==> config.mk <==
export PLATFORM = sky130hd
export DESIGN_NAME = seg_scan_ctrl
export DESIGN_NICKNAME = d
export VERILOG_FILES = /design/src/rtl/seg_scan_ctrl.sv
export SDC_FILE = /design/constraint.sdc
export NUM_CORES = 1
export LEC_CHECK = 0
export BUFFER_PORTS_ARGS = -buffer_cell sky130_fd_sc_hd__buf_2
export CAP_MARGIN = 15
export CORE_ASPECT_RATIO = 0.5
export CORE_MARGIN = 8
export CORE_UTILIZATION = 40
export DETAILED_ROUTE_END_ITERATION = 6
export GPL_ROUTABILITY_DRIVEN = 0
export PLACE_DENSITY = 0.56
export SETUP_SLACK_MARGIN = 0.05
export SLEW_MARGIN = 40
export SYNTH_ARGS = -nofsm -noshare
export SYNTH_HDL_FRONTEND = slang
export SYNTH_SLANG_ARGS = --single-unit
==> constraint.sdc <==
create_clock -name clk -period 3.1 [get_ports clk]
set_input_delay 0.775 -clock clk [delete_from_list [all_inputs] [get_ports clk]]
set_output_delay 0.775 -clock clk [all_outputs]
set_load 0.01 [all_outputs]
==> src/rtl/seg_scan_ctrl.sv <==
// rtl/seg_scan_ctrl.sv - multiplexed 7-segment scan controller with frame-aligned host updates
module seg_scan_ctrl #(
    parameter int NUM_DIGITS   = 4,
    parameter int ON_CYCLES    = 50000,
    parameter int BLANK_CYCLES = 500
) (
    input  logic                    clk,
    input  logic                    rst_n,
    input  logic                    wr_valid,
    input  logic [4*NUM_DIGITS-1:0] wr_data,
    output logic                    wr_ready,
    input  logic                    lz_en,
    output logic [3:0]              bin_out,
    output logic [NUM_DIGITS-1:0]   dig_n,
    output logic                    frame_start
);

    localparam int MAX_CYC = (ON_CYCLES > BLANK_CYCLES) ? ON_CYCLES : BLANK_CYCLES;
    localparam int CNT_W   = (MAX_CYC > 1) ? $clog2(MAX_CYC) : 1;
    localparam int IDX_W   = $clog2(NUM_DIGITS);

    localparam logic [0:0] ST_BLANK = 1'b0;
    localparam logic [0:0] ST_ON    = 1'b1;

    logic [0:0]              state_q, state_d;
    logic [CNT_W-1:0]        cnt_q, cnt_d;
    logic [IDX_W-1:0]        idx_q, idx_d;
    logic [4*NUM_DIGITS-1:0] active_q, active_d;
    logic [4*NUM_DIGITS-1:0] shadow_q, shadow_d;
    logic                    pending_q, pending_d;
    logic                    frame_start_q;
    logic                    boundary;
    logic                    accept;
    logic [NUM_DIGITS-1:0]   supp;

    always_comb begin
        state_d  = state_q;
        cnt_d    = cnt_q + CNT_W'(1);
        idx_d    = idx_q;
        boundary = 1'b0;
        if (state_q == ST_ON) begin
            if (cnt_q == CNT_W'(ON_CYCLES - 1)) begin
                state_d = ST_BLANK;
                cnt_d   = '0;
            end
        end else if (cnt_q == CNT_W'(BLANK_CYCLES - 1)) begin
            state_d = ST_ON;
            cnt_d   = '0;
            if (idx_q == IDX_W'(NUM_DIGITS - 1)) begin
                idx_d    = '0;
                boundary = 1'b1;
            end else begin
                idx_d = idx_q + IDX_W'(1);
            end
        end
    end

    // Accept and apply are exclusive: accept needs pending low, apply needs it high.
    always_comb begin
        accept    = wr_valid && !pending_q;
        active_d  = active_q;
        shadow_d  = shadow_q;
        pending_d = pending_q;
        if (boundary && pending_q) begin
            active_d  = shadow_q;
            pending_d = 1'b0;
        end
        if (accept) begin
            shadow_d  = wr_data;
            pending_d = 1'b1;
        end
    end

    always_ff @(posedge clk or negedge rst_n) begin
        if (!rst_n) begin
            state_q       <= ST_BLANK;
            cnt_q         <= '0;
            idx_q         <= IDX_W'(NUM_DIGITS - 1);
            active_q      <= '0;
            shadow_q      <= '0;
            pending_q     <= 1'b0;
            frame_start_q <= 1'b0;
        end else begin
            state_q       <= state_d;
            cnt_q         <= cnt_d;
            idx_q         <= idx_d;
            active_q      <= active_d;
            shadow_q      <= shadow_d;
            pending_q     <= pending_d;
            frame_start_q <= boundary;
        end
    end

    // A digit is blanked when it and every more significant nibble are zero.
    always_comb begin
        logic all_zero;
        all_zero = 1'b1;
        supp     = '0;
        for (int i = NUM_DIGITS - 1; i >= 0; i--) begin
            all_zero = all_zero && (active_q[4*i +: 4] == 4'd0);
            supp[i]  = lz_en && (i != 0) && all_zero;
        end
    end

    always_comb begin
        dig_n = '1;
        if (state_q == ST_ON && !supp[idx_q]) begin
            dig_n[idx_q] = 1'b0;
        end
    end

    assign bin_out     = active_q[4*idx_q +: 4];
    assign wr_ready    = !pending_q;
    assign frame_start = frame_start_q;

endmodule
==> qor.yml, run 1 <==
status: "finished, final reports clean"
post-cts-setup-buffers: 0
grt_pass1_wl_um: 8114
p_switching_uw: 271.4
wirelength_um: 4514
syn_area_per_cell_um2: 13.09
clk_latency_ps: 290
multi_input_comb_area_um2: 1052
post_cts_resized: 0
num_rows: 20
ir_worst_vdd_mv: 0.2073
core-area_um2: 5981
seq_power_share: 0.554
fp.dieArea_um2: 9029
swShare: 0.2065
ys_types: 32
hpwl_um: 3362
initial_core_util: 0.4092
grt_use_total: 0.1126
p_clk_frac: 0.409
synthToLayoutAreaGrowth_pct: 14.88
n_antenna_cell: 0
power.density_nw_per_um2: 467.5
final-seq-area_um2: 1329
cap_violations: 0
cts.sinks: 53
r2r-end: "active_q[1]$_DFFE_PN0P_"
drt_pre_antenna_iters: 4
ys_seq_elements: 53
power.total_uw: 1314
grt_pass1_vias: 1679
required_ps: 2320
max_freq_ghz: 0.3729
crit_path_end_kind: "output pin"
ant_nets: 0
fillers: 550
grt_max_degree: 37
synth.yosys.seq_area_share: 0.5429
cts_root_buf: "clkbuf_16"
p_int_uw: 1043
fin_worst_skew_ps: 6.991
hold_viol_final: 0
setup_viol: 0
r2r_cells: 5
vias: 1519
post-route-min-period_ps: 2682
cts_made_buffers: 5
clockBufferDepth: 2
slew_violations: 0
relSlewSlack: 0.7116
die_x_um: 126.6
via_per_inst: 5.080
critPathMaxFanout: 4
syn-num-nets: 212
reg2reg_setup_slack_ps: 600
power_frac_comb: 0.036
worst_setup_path_start_kind: "flop"
boundaryPins: 30
setup_tns_ps: 0
htreeDepth: 2
hold_class: "input pin to asynchronous set/reset pin"
synthCells: 187
path_class: "flop to output pin"
cp.arrival_ps: 1910
regToRegStartpoint: "cnt_q[0]$_DFF_PN0_"
p_leak_uw: 0.001332
antenna_found_initial: 0
final.period_utilization: 0.8651
path_clk_slew_ps: 70
cts_tree: "built"
nNetsFinal: 246
netlist_area_um2: 2447
drive_gt1_frac: 0.3559
rsz0062_at_grt: "false"
io_buffer_count: 29
tightest_slew_ps: 432.7
die-height_um: 71.31
ctsHoldBuffers: 0
yosysWarnings: 0
drt-initial-drc-count: 54
wl_per_cell_um: 15.10
gr-total-overflow: 0
post-route-drc-count: 0
==> kinds of logic after synthesis <==
group                      synth area share
adders and majority gates           0.02556
xor gates and xnor gates            0.05010
and+or+nand+nor                      0.1462
DFF                                  0.5429
muxes                                0.1979
buffers and inverters               0.02709
AOI/OAI and AO/OA                   0.01022
==> synthesized netlist by cell type <==
cell type  instances  share of area
mux2_4             9          0.055
xnor2_1            7          0.025
inv_1              5         0.0077
mux2_2            22           0.10
dfstp_2            2          0.021
buf_1              1         0.0015
mux2_1             1         0.0046
dfrtp_1           51           0.52
nand3_1           10          0.020
and2_1             1         0.0026
a21o_1             1         0.0031
xor2_1             7          0.025
or4_4              2         0.0092
or4b_1             3          0.012
buf_2              1         0.0020
nor3_1             3         0.0061
o211ai_1           1         0.0031
nor2b_1            1         0.0026
nor4_1             5          0.013
nor2_1            18          0.028
buf_6              1         0.0046
o21ai_1            1         0.0020
ha_1               5          0.026
nand2_1           10          0.015
clkbuf_1           2         0.0031
nor2_8             1         0.0082
buf_12             1         0.0082
or4_1              3         0.0092
a21oi_1            1         0.0020
nand4_1            5          0.013
mux4_2             4          0.037
and4_1             2         0.0072
==> state kept, by name (all words and copies together) (netlist names) <==
name         count
cnt_q           16
frame_start      1
pending_q        1
active_q        16
state_q          1
shadow_q        16
idx_q            2
==> stage by stage <==
stage	hold WS [ps]	cells	worst slack, ps	util	instance area [um2]
floorplan	460.2	187	717.8	-	2447
global placement	482.1	291	651.5	0.4467	2671
detailed placement	489.8	291	594.7	0.4467	2671
CTS	417.5	299	397.6	0.4701	2811
global route	428.4	299	294.8	0.4701	2811
finish	407.5	299	418.2	0.4701	2811
==> power by group through the flow <==
| stage | sequential [uW] | clock [uW] | combinational, uW |
|---|---|---|---|
| after floorplan | 737 | 0 | 21.7 |
| after global placement | 742 | 0 | 48.2 |
| after detailed placement | 743 | 0 | 49.9 |
| after CTS | 729 | 560 | 50.0 |
| after global routing | 732 | 584 | 54.5 |
| final | 729 | 538 | 47.9 |
==> worst max path at each step <==
stage / startpoint / end / slack [ps] / cells past startpoint
5_1_grt: active_q[9]$_DFFE_PN0P_ / dig_n[3] / 290 / 5
3_5_place_dp: cnt_q[0]$_DFF_PN0_ / active_q[2]$_DFFE_PN0P_ / 590 / 5
4_1_cts: active_q[9]$_DFFE_PN0P_ / dig_n[0] / 400 / 5
3_3_place_gp: cnt_q[0]$_DFF_PN0_ / active_q[1]$_DFFE_PN0P_ / 650 / 5
2_1_floorplan: cnt_q[0]$_DFF_PN0_ / active_q[10]$_DFFE_PN0P_ / 720 / 7
6_report: active_q[9]$_DFFE_PN0P_ / dig_n[2] / 420 / 5
==> routing by layer <==
layer,vias up,part of all wire,GRT usage
met1,762,0.47,0.1365
met4,0,0.014,0.04359
met3,7,0.037,0.03775
met2,17,0.48,0.1829
li1,733,-,-
met5,-,0,0
==> critical path: stages, from the launching register on <==
cell and delay, ps:
dfrtp_1 410, or4_1 560, nor3_1 190, o211ai_1 190
nand3_1 130, buf_2 130
==> cell type report <==
cell class                 instances  share of cell area
inverter                           5            0.006676
clock inverter                     1            0.002670
sequential                        53              0.4726
clock buffer                       7             0.04717
tap                               77             0.03427
multi-input combinational        123              0.3743
timing repair buffer              33             0.06231
==> layout by cell type, fill, tap and decap left out, types with 7 or more instances in the layout <==
master   netlist  routed
nor2_1        18      18
xnor2_1        7       7
xor2_1         7       7
nand2_1       10      10
nand3_1       10      10
mux2_4         9       9
dfrtp_1       51      51
buf_2          1      29
mux2_2        22      22
No activity file was read; power rests on OpenSTA's default activity.
==> run 2, diff against run 1 <==
Clock period 3.1 ns to 3 ns, I/O delays scaled along.
==> run 2 against run 1 <==
  * Global-route usage is 0.091 points higher
  * Combinational power is 4.4% higher
  * Final cell count is 0.33% higher
  * Utilization is 0.67 points higher
  * Via count is 0.46% higher
  * Register-to-register slack worse by 140 ps
  * Clock skew is 0.64 ps lower
  * Routed wire length hardly changed
  * Largest cell class unchanged
  * Largest power group unchanged
  * Highest routed layer unchanged
==> qor.yml, run 2 (synthesized netlist as in run 1, its figures left out) <==
status: "finished, final reports clean"
wirelength_um: 4517  # about the same
fin_cells: 300  # +0.33%
num_rows: 20  # unchanged
fp.dieArea_um2: 9029  # unchanged
wl_per_cell_um: 15.06  # -0.27%
grt_pass1_wl_um: 7983  # -1.6%
grt_pass1_vias: 1647  # -1.9%
post_cts_resized: 0  # unchanged
synthToLayoutAreaGrowth_pct: 16.51
required_ps: 2250  # -70 ps
antenna_found_initial: 0  # unchanged
setup_tns_ps: 0  # unchanged
hold_class: "input pin to asynchronous set/reset pin"
relSlewSlack: 0.7068  # -0.004771
max_freq_ghz: 0.3776
rsz0062_at_grt: "false"
grt_max_degree: 37  # unchanged
crit_path_end_kind: "output pin"
boundaryPins: 30  # unchanged
drive_gt1_frac: 0.3632  # +0.007373
cp.arrival_ps: 1900  # about the same
drt_pre_antenna_iters: 4  # unchanged
fillers: 541  # -1.6%
place_area_um2: 2679  # +0.28%
path_class: "flop to output pin"
hpwl_um: 3359  # about the same
path_clk_slew_ps: 60  # about the same
grt_use_total: 0.1135  # +0.0009130
gr-total-overflow: 0  # unchanged
layout_common_cells: "51 x dfrtp_1, 29 x buf_2, 22 x mux2_2"
initial_core_util: 0.4092  # unchanged
post-cts-setup-buffers: 0  # unchanged
ir_worst_vdd_mv: 0.2052  # -1.0%
worst_setup_path_start_kind: "flop"
final.period_utilization: 0.8829
vias: 1526  # +0.46%
final-seq-area_um2: 1329  # unchanged
clk_latency_ps: 300  # about the same
nNetsFinal: 247  # +0.41%
power.density_nw_per_um2: 514.2  # +10%
final_common_cell: "dfrtp_1"
setup_viol: 0  # unchanged
die_x_um: 126.6  # unchanged
cts_made_buffers: 5  # unchanged
via_per_inst: 5.087  # +0.13%
cts_tree: "built"
fin_worst_skew_ps: 6.347  # -0.6438 ps
multi_input_comb_area_um2: 1052  # unchanged
n_antenna_cell: 0  # unchanged
drt-initial-drc-count: 50  # -7.4%
critPathMaxFanout: 4  # unchanged
ant_nets: 0  # unchanged
hold_viol_final: 0  # unchanged
post-route-drc-count: 0  # unchanged
io_buffer_count: 29  # unchanged
clockBufferDepth: 2  # unchanged
ctsHoldBuffers: 0  # unchanged
tightest_slew_ps: 439.8  # +7.156 ps
slew_violations: 0  # unchanged
cts.sinks: 53  # unchanged
top_regs: "active_q (16), cnt_q (16), shadow_q (16)"
htreeDepth: 2  # unchanged
post-route-min-period_ps: 2649
die-height_um: 71.31  # unchanged
final_area_um2: 2851  # +1.4%
placed_cells: 292  # +0.34%
p_leak_uw: 0.001356  # +1.8%
cap_violations: 0  # unchanged
cts_root_buf: "clkbuf_16"
core-area_um2: 5981  # unchanged
[run 2: changes by cell type in the layout (fill, tap and decap cells not counted), sizes merged]
| cell | previous run | this run |
|---|---|---|
| bufinv | 0 | 1 |
| buf | 33 | 34 |
| clkinvlp | 1 | 0 |
[run 2: area by class of cell]
type                       instances  share of cell area
clock inverter                     1             0.01053
clock buffer                       7             0.05002
tap                               77             0.03379
inverter                           5            0.006582
timing repair buffer              34             0.06406
sequential                        53              0.4660
multi-input combinational        123              0.3690
[run 2: metal layers]
metal | wire length [um] | vias to the layer above | global-route usage
li1 | - | 742 | -
met3 | 222 | 7 | 0.05181
met2 | 2141 | 18 | 0.1865
met1 | 2102 | 759 | 0.1305
met4 | 51 | 0 | 0.03567
met5 | 0 | - | 0
[run 2: worst paths after layout]
path                                     startpoint                        to  slack (ps)  cells past startpoint
hold / removal                                rst_n        cnt_q[5]$_DFF_PN0_         380                      1
min in group clk           shadow_q[15]$_DFFE_PN0P_  active_q[15]$_DFFE_PN0P_         500                      1
setup reg to reg                 cnt_q[0]$_DFF_PN0_   active_q[2]$_DFFE_PN0P_         460                      5
hold reg to reg            shadow_q[15]$_DFFE_PN0P_  active_q[15]$_DFFE_PN0P_         500                      1
setup / recovery            active_q[9]$_DFFE_PN0P_                  dig_n[0]         350                      5
max in group asynchronous                     rst_n      idx_q[0]$_DFFE_PN1P_        1790                      2
[run 2: through the flow]
step                      setup slack (ps)  hold slack [ps]  utilization  power, uW
after global routing                 228.1            409.7       0.4768       1528
after CTS                            316.2            398.0       0.4768       1493
after floorplan                      617.8            454.4            -      783.8
after detailed placement             484.0            492.4       0.4479      819.4
after global placement               555.1            481.8       0.4479      816.6
final                                351.4            382.9       0.4768       1466
[run 2: critical path, cell delays in order (launching register included)]
cell and delay (ps):
dfrtp_1 410, or4_1 560, nor3_1 190, o211ai_1 190
nand3_1 140, buf_2 130
[run 2: power breakdown]
part / leakage, uW / switching (uW) / internal, uW
logic: 0.000583 / 22.1 / 27.9
clock network: 0.0000841 / 246 / 417
registers: 0.000688 / 13.3 / 740
total: 0.00136 / 282 / 1180
==> run 3, diff against run 2 <==
Settings changed: CORE_MARGIN 8 to 2, PLACE_DENSITY 0.56 to default.
==> run 3 against run 2 <==
  * Via count decreased by 2.7%
  * Flip-flop and latch count unchanged
  * Power decreased by 7.7%
  * Setup slack improved by 19 ps
  * Cell area decreased by 1.1%
  * Sequential power about the same
  * Critical endpoint is now dig_n[2]
  * First-iteration DRC count increased by 20%
  * Non-clock buffer count unchanged
  * Global-route usage increased by 2.4 points
==> qor.yml, run 3 (synthesized netlist as in run 1, its figures left out) <==
post-route-drc-count: 0  # unchanged
core-area_um2: 5981  # unchanged
hpwl_um: 3001  # -11%
cpPeakStageDelay_ps: 550  # about the same
power.density_nw_per_um2: 479.5  # -6.8%
slew_violations: 0  # unchanged
nNetsFinal: 247  # unchanged
fp.dieArea_um2: 6798  # -25%
power_frac_comb: 0.037  # +0.003
clockBufferDepth: 2  # unchanged
num_rows: 20  # unchanged
boundaryPins: 30  # unchanged
cts.sinks: 53  # unchanged
path_clk_slew_ps: 60  # about the same
top_regs: "active_q (16), cnt_q (16), shadow_q (16)"
hold_class: "flop to flop"
post-cts-setup-buffers: 0  # unchanged
drive_gt1_frac: 0.3604  # -0.002868
synthToLayoutAreaGrowth_pct: 15.29
status: "finished, final reports clean"
grt_use_total: 0.1373  # +0.02377
vias: 1485  # -2.7%
path_cells: "or4_1 > nor3_1 > o211ai_1 > nand3_1 > buf_2"
cap_violations: 0  # unchanged
die-height_um: 59.31  # -17%
n_antenna_cell: 0  # unchanged
seq_power_share: 0.557  # +0.043
drt-initial-drc-count: 60  # +20%
use_met3: 0.04294  # -0.008869
relSlewSlack: 0.5571  # -0.1497
ant_nets: 0  # unchanged
hold_viol_final: 0  # unchanged
final_common_cell: "dfrtp_1"
wirelength_um: 4147  # -8.2%
grt_pass1_vias: 1512  # -8.2%
path_class: "flop to output pin"
cts_root_buf: "clkbuf_16"
layout_common_cells: "51 x dfrtp_1, 29 x buf_2, 22 x mux2_2"
max_freq_ghz: 0.3803  # +0.72%
p_clk_frac: 0.407  # -0.045
gr-usage-met1: 0.1815  # +0.05106
post-route-util: 0.4718  # -0.005021
grt_max_degree: 54  # +46%
crit_path_end_kind: "output pin"
p_int_uw: 1095  # -7.5%
die_x_um: 114.6  # -9.5%
io_buffer_count: 29  # unchanged
gr-total-overflow: 0  # unchanged
final.period_utilization: 0.8766  # -0.006282
cts_made_buffers: 5  # unchanged
p_leak_uw: 0.001342  # -1.0%
grt-busiest-layer: "met2"
swShare: 0.1903  # -0.001861
fin_worst_skew_ps: 5.167  # -1.180 ps
ctsHoldBuffers: 0  # unchanged
ir_worst_vdd_mv: 0.2115  # +3.1%
p_switching_uw: 257.4  # -8.6%
htreeDepth: 2  # unchanged
critPathMaxFanout: 4  # unchanged
setup_viol: 0  # unchanged
cts_tree: "built"
rsz0062_at_grt: "false"
crit_slowest_cell: "or4_1"
initial_core_util: 0.4092  # unchanged
clk_latency_ps: 280  # -20 ps
required_ps: 2250  # about the same
worst_setup_path_start_kind: "flop"
setup_tns_ps: 0  # unchanged
tightest_slew_ps: 664.4  # +224.5 ps
via_per_inst: 4.967  # -2.4%
wl_per_cell_um: 13.87  # -7.9%
antenna_found_initial: 0  # unchanged
drt_pre_antenna_iters: 3  # -1
cp.arrival_ps: 1880  # -20 ps
post_cts_resized: 0  # unchanged
gr-usage-met2: 0.2206  # +0.03415
grt_pass1_wl_um: 7141  # -11%
post-route-min-period_ps: 2630  # -18.84 ps
## run 3: path summary, 6_finish.rpt
kind | end | from | depth (start not counted) | slack (ps)
worst max-delay path | dig_n[2] | active_q[9]$_DFFE_PN0P_ | 5 | 370
worst min-delay path | cnt_q[0]$_DFF_PN0_ | cnt_q[0]$_DFF_PN0_ | 1 | 500
worst max register to register | active_q[1]$_DFFE_PN0P_ | cnt_q[0]$_DFF_PN0_ | 5 | 510
worst min register to register | cnt_q[0]$_DFF_PN0_ | cnt_q[0]$_DFF_PN0_ | 1 | 500
max in group asynchronous | active_q[3]$_DFFE_PN0P_ | rst_n | 2 | 1970
min in group asynchronous | cnt_q[6]$_DFF_PN0_ | rst_n | 2 | 570
## run 3: power groups by stage
stage | clock network [uW] | logic [uW] | registers [uW]
after global routing | 599 | 56.0 | 755
after detailed placement | 0 | 51.2 | 767
after CTS | 572 | 51.2 | 754
after floorplan | 0 | 22.5 | 761
after global placement | 0 | 49.4 | 767
final | 550 | 49.4 | 753
## run 3: layout make-up
class                           instances  area, um2
Multi-Input combinational cell        123       1052
Timing Repair Buffer                   34      182.7
Tap cell                               77      96.34
Fill cell                             551       3159
Sequential cell                        53       1329
Clock buffer                            7      142.6
Inverter                                5      18.77
## run 3: worst max-delay path: cells and delay by family (launching register included)
kind / cells / cell delay (ps)
and+or+nand+nor: 3 / 870
DFF: 1 / 400
AOI/OAI and AO/OA: 1 / 190
buffers and inverters: 1 / 130
## run 3: layer usage
metal / part of all wire / vias to the layer above / wire (um)
li1: - / 730 / -
met1: 0.50 / 733 / 2065
met2: 0.46 / 15 / 1900
met3: 0.032 / 7 / 132
met4: 0.012 / 0 / 49
met5: 0 / - / 0
## run 3: per-stage QoR
| stage | total power (uW) | setup WS (ps) | cells | cell area [um2] | hold slack, ps |
|---|---|---|---|---|---|
| after floorplan | 783.8 | 617.8 | 187 | 2447 | 454.4 |
| after global placement | 816.7 | 551.9 | 292 | 2679 | 482.3 |
| after detailed placement | 818.6 | 517.7 | 292 | 2679 | 493.8 |
| after CTS | 1377 | 358.3 | 299 | 2821 | 502.2 |
| after global routing | 1410 | 253.0 | 299 | 2821 | 523.8 |
| final | 1353 | 370.2 | 299 | 2821 | 501.8 |
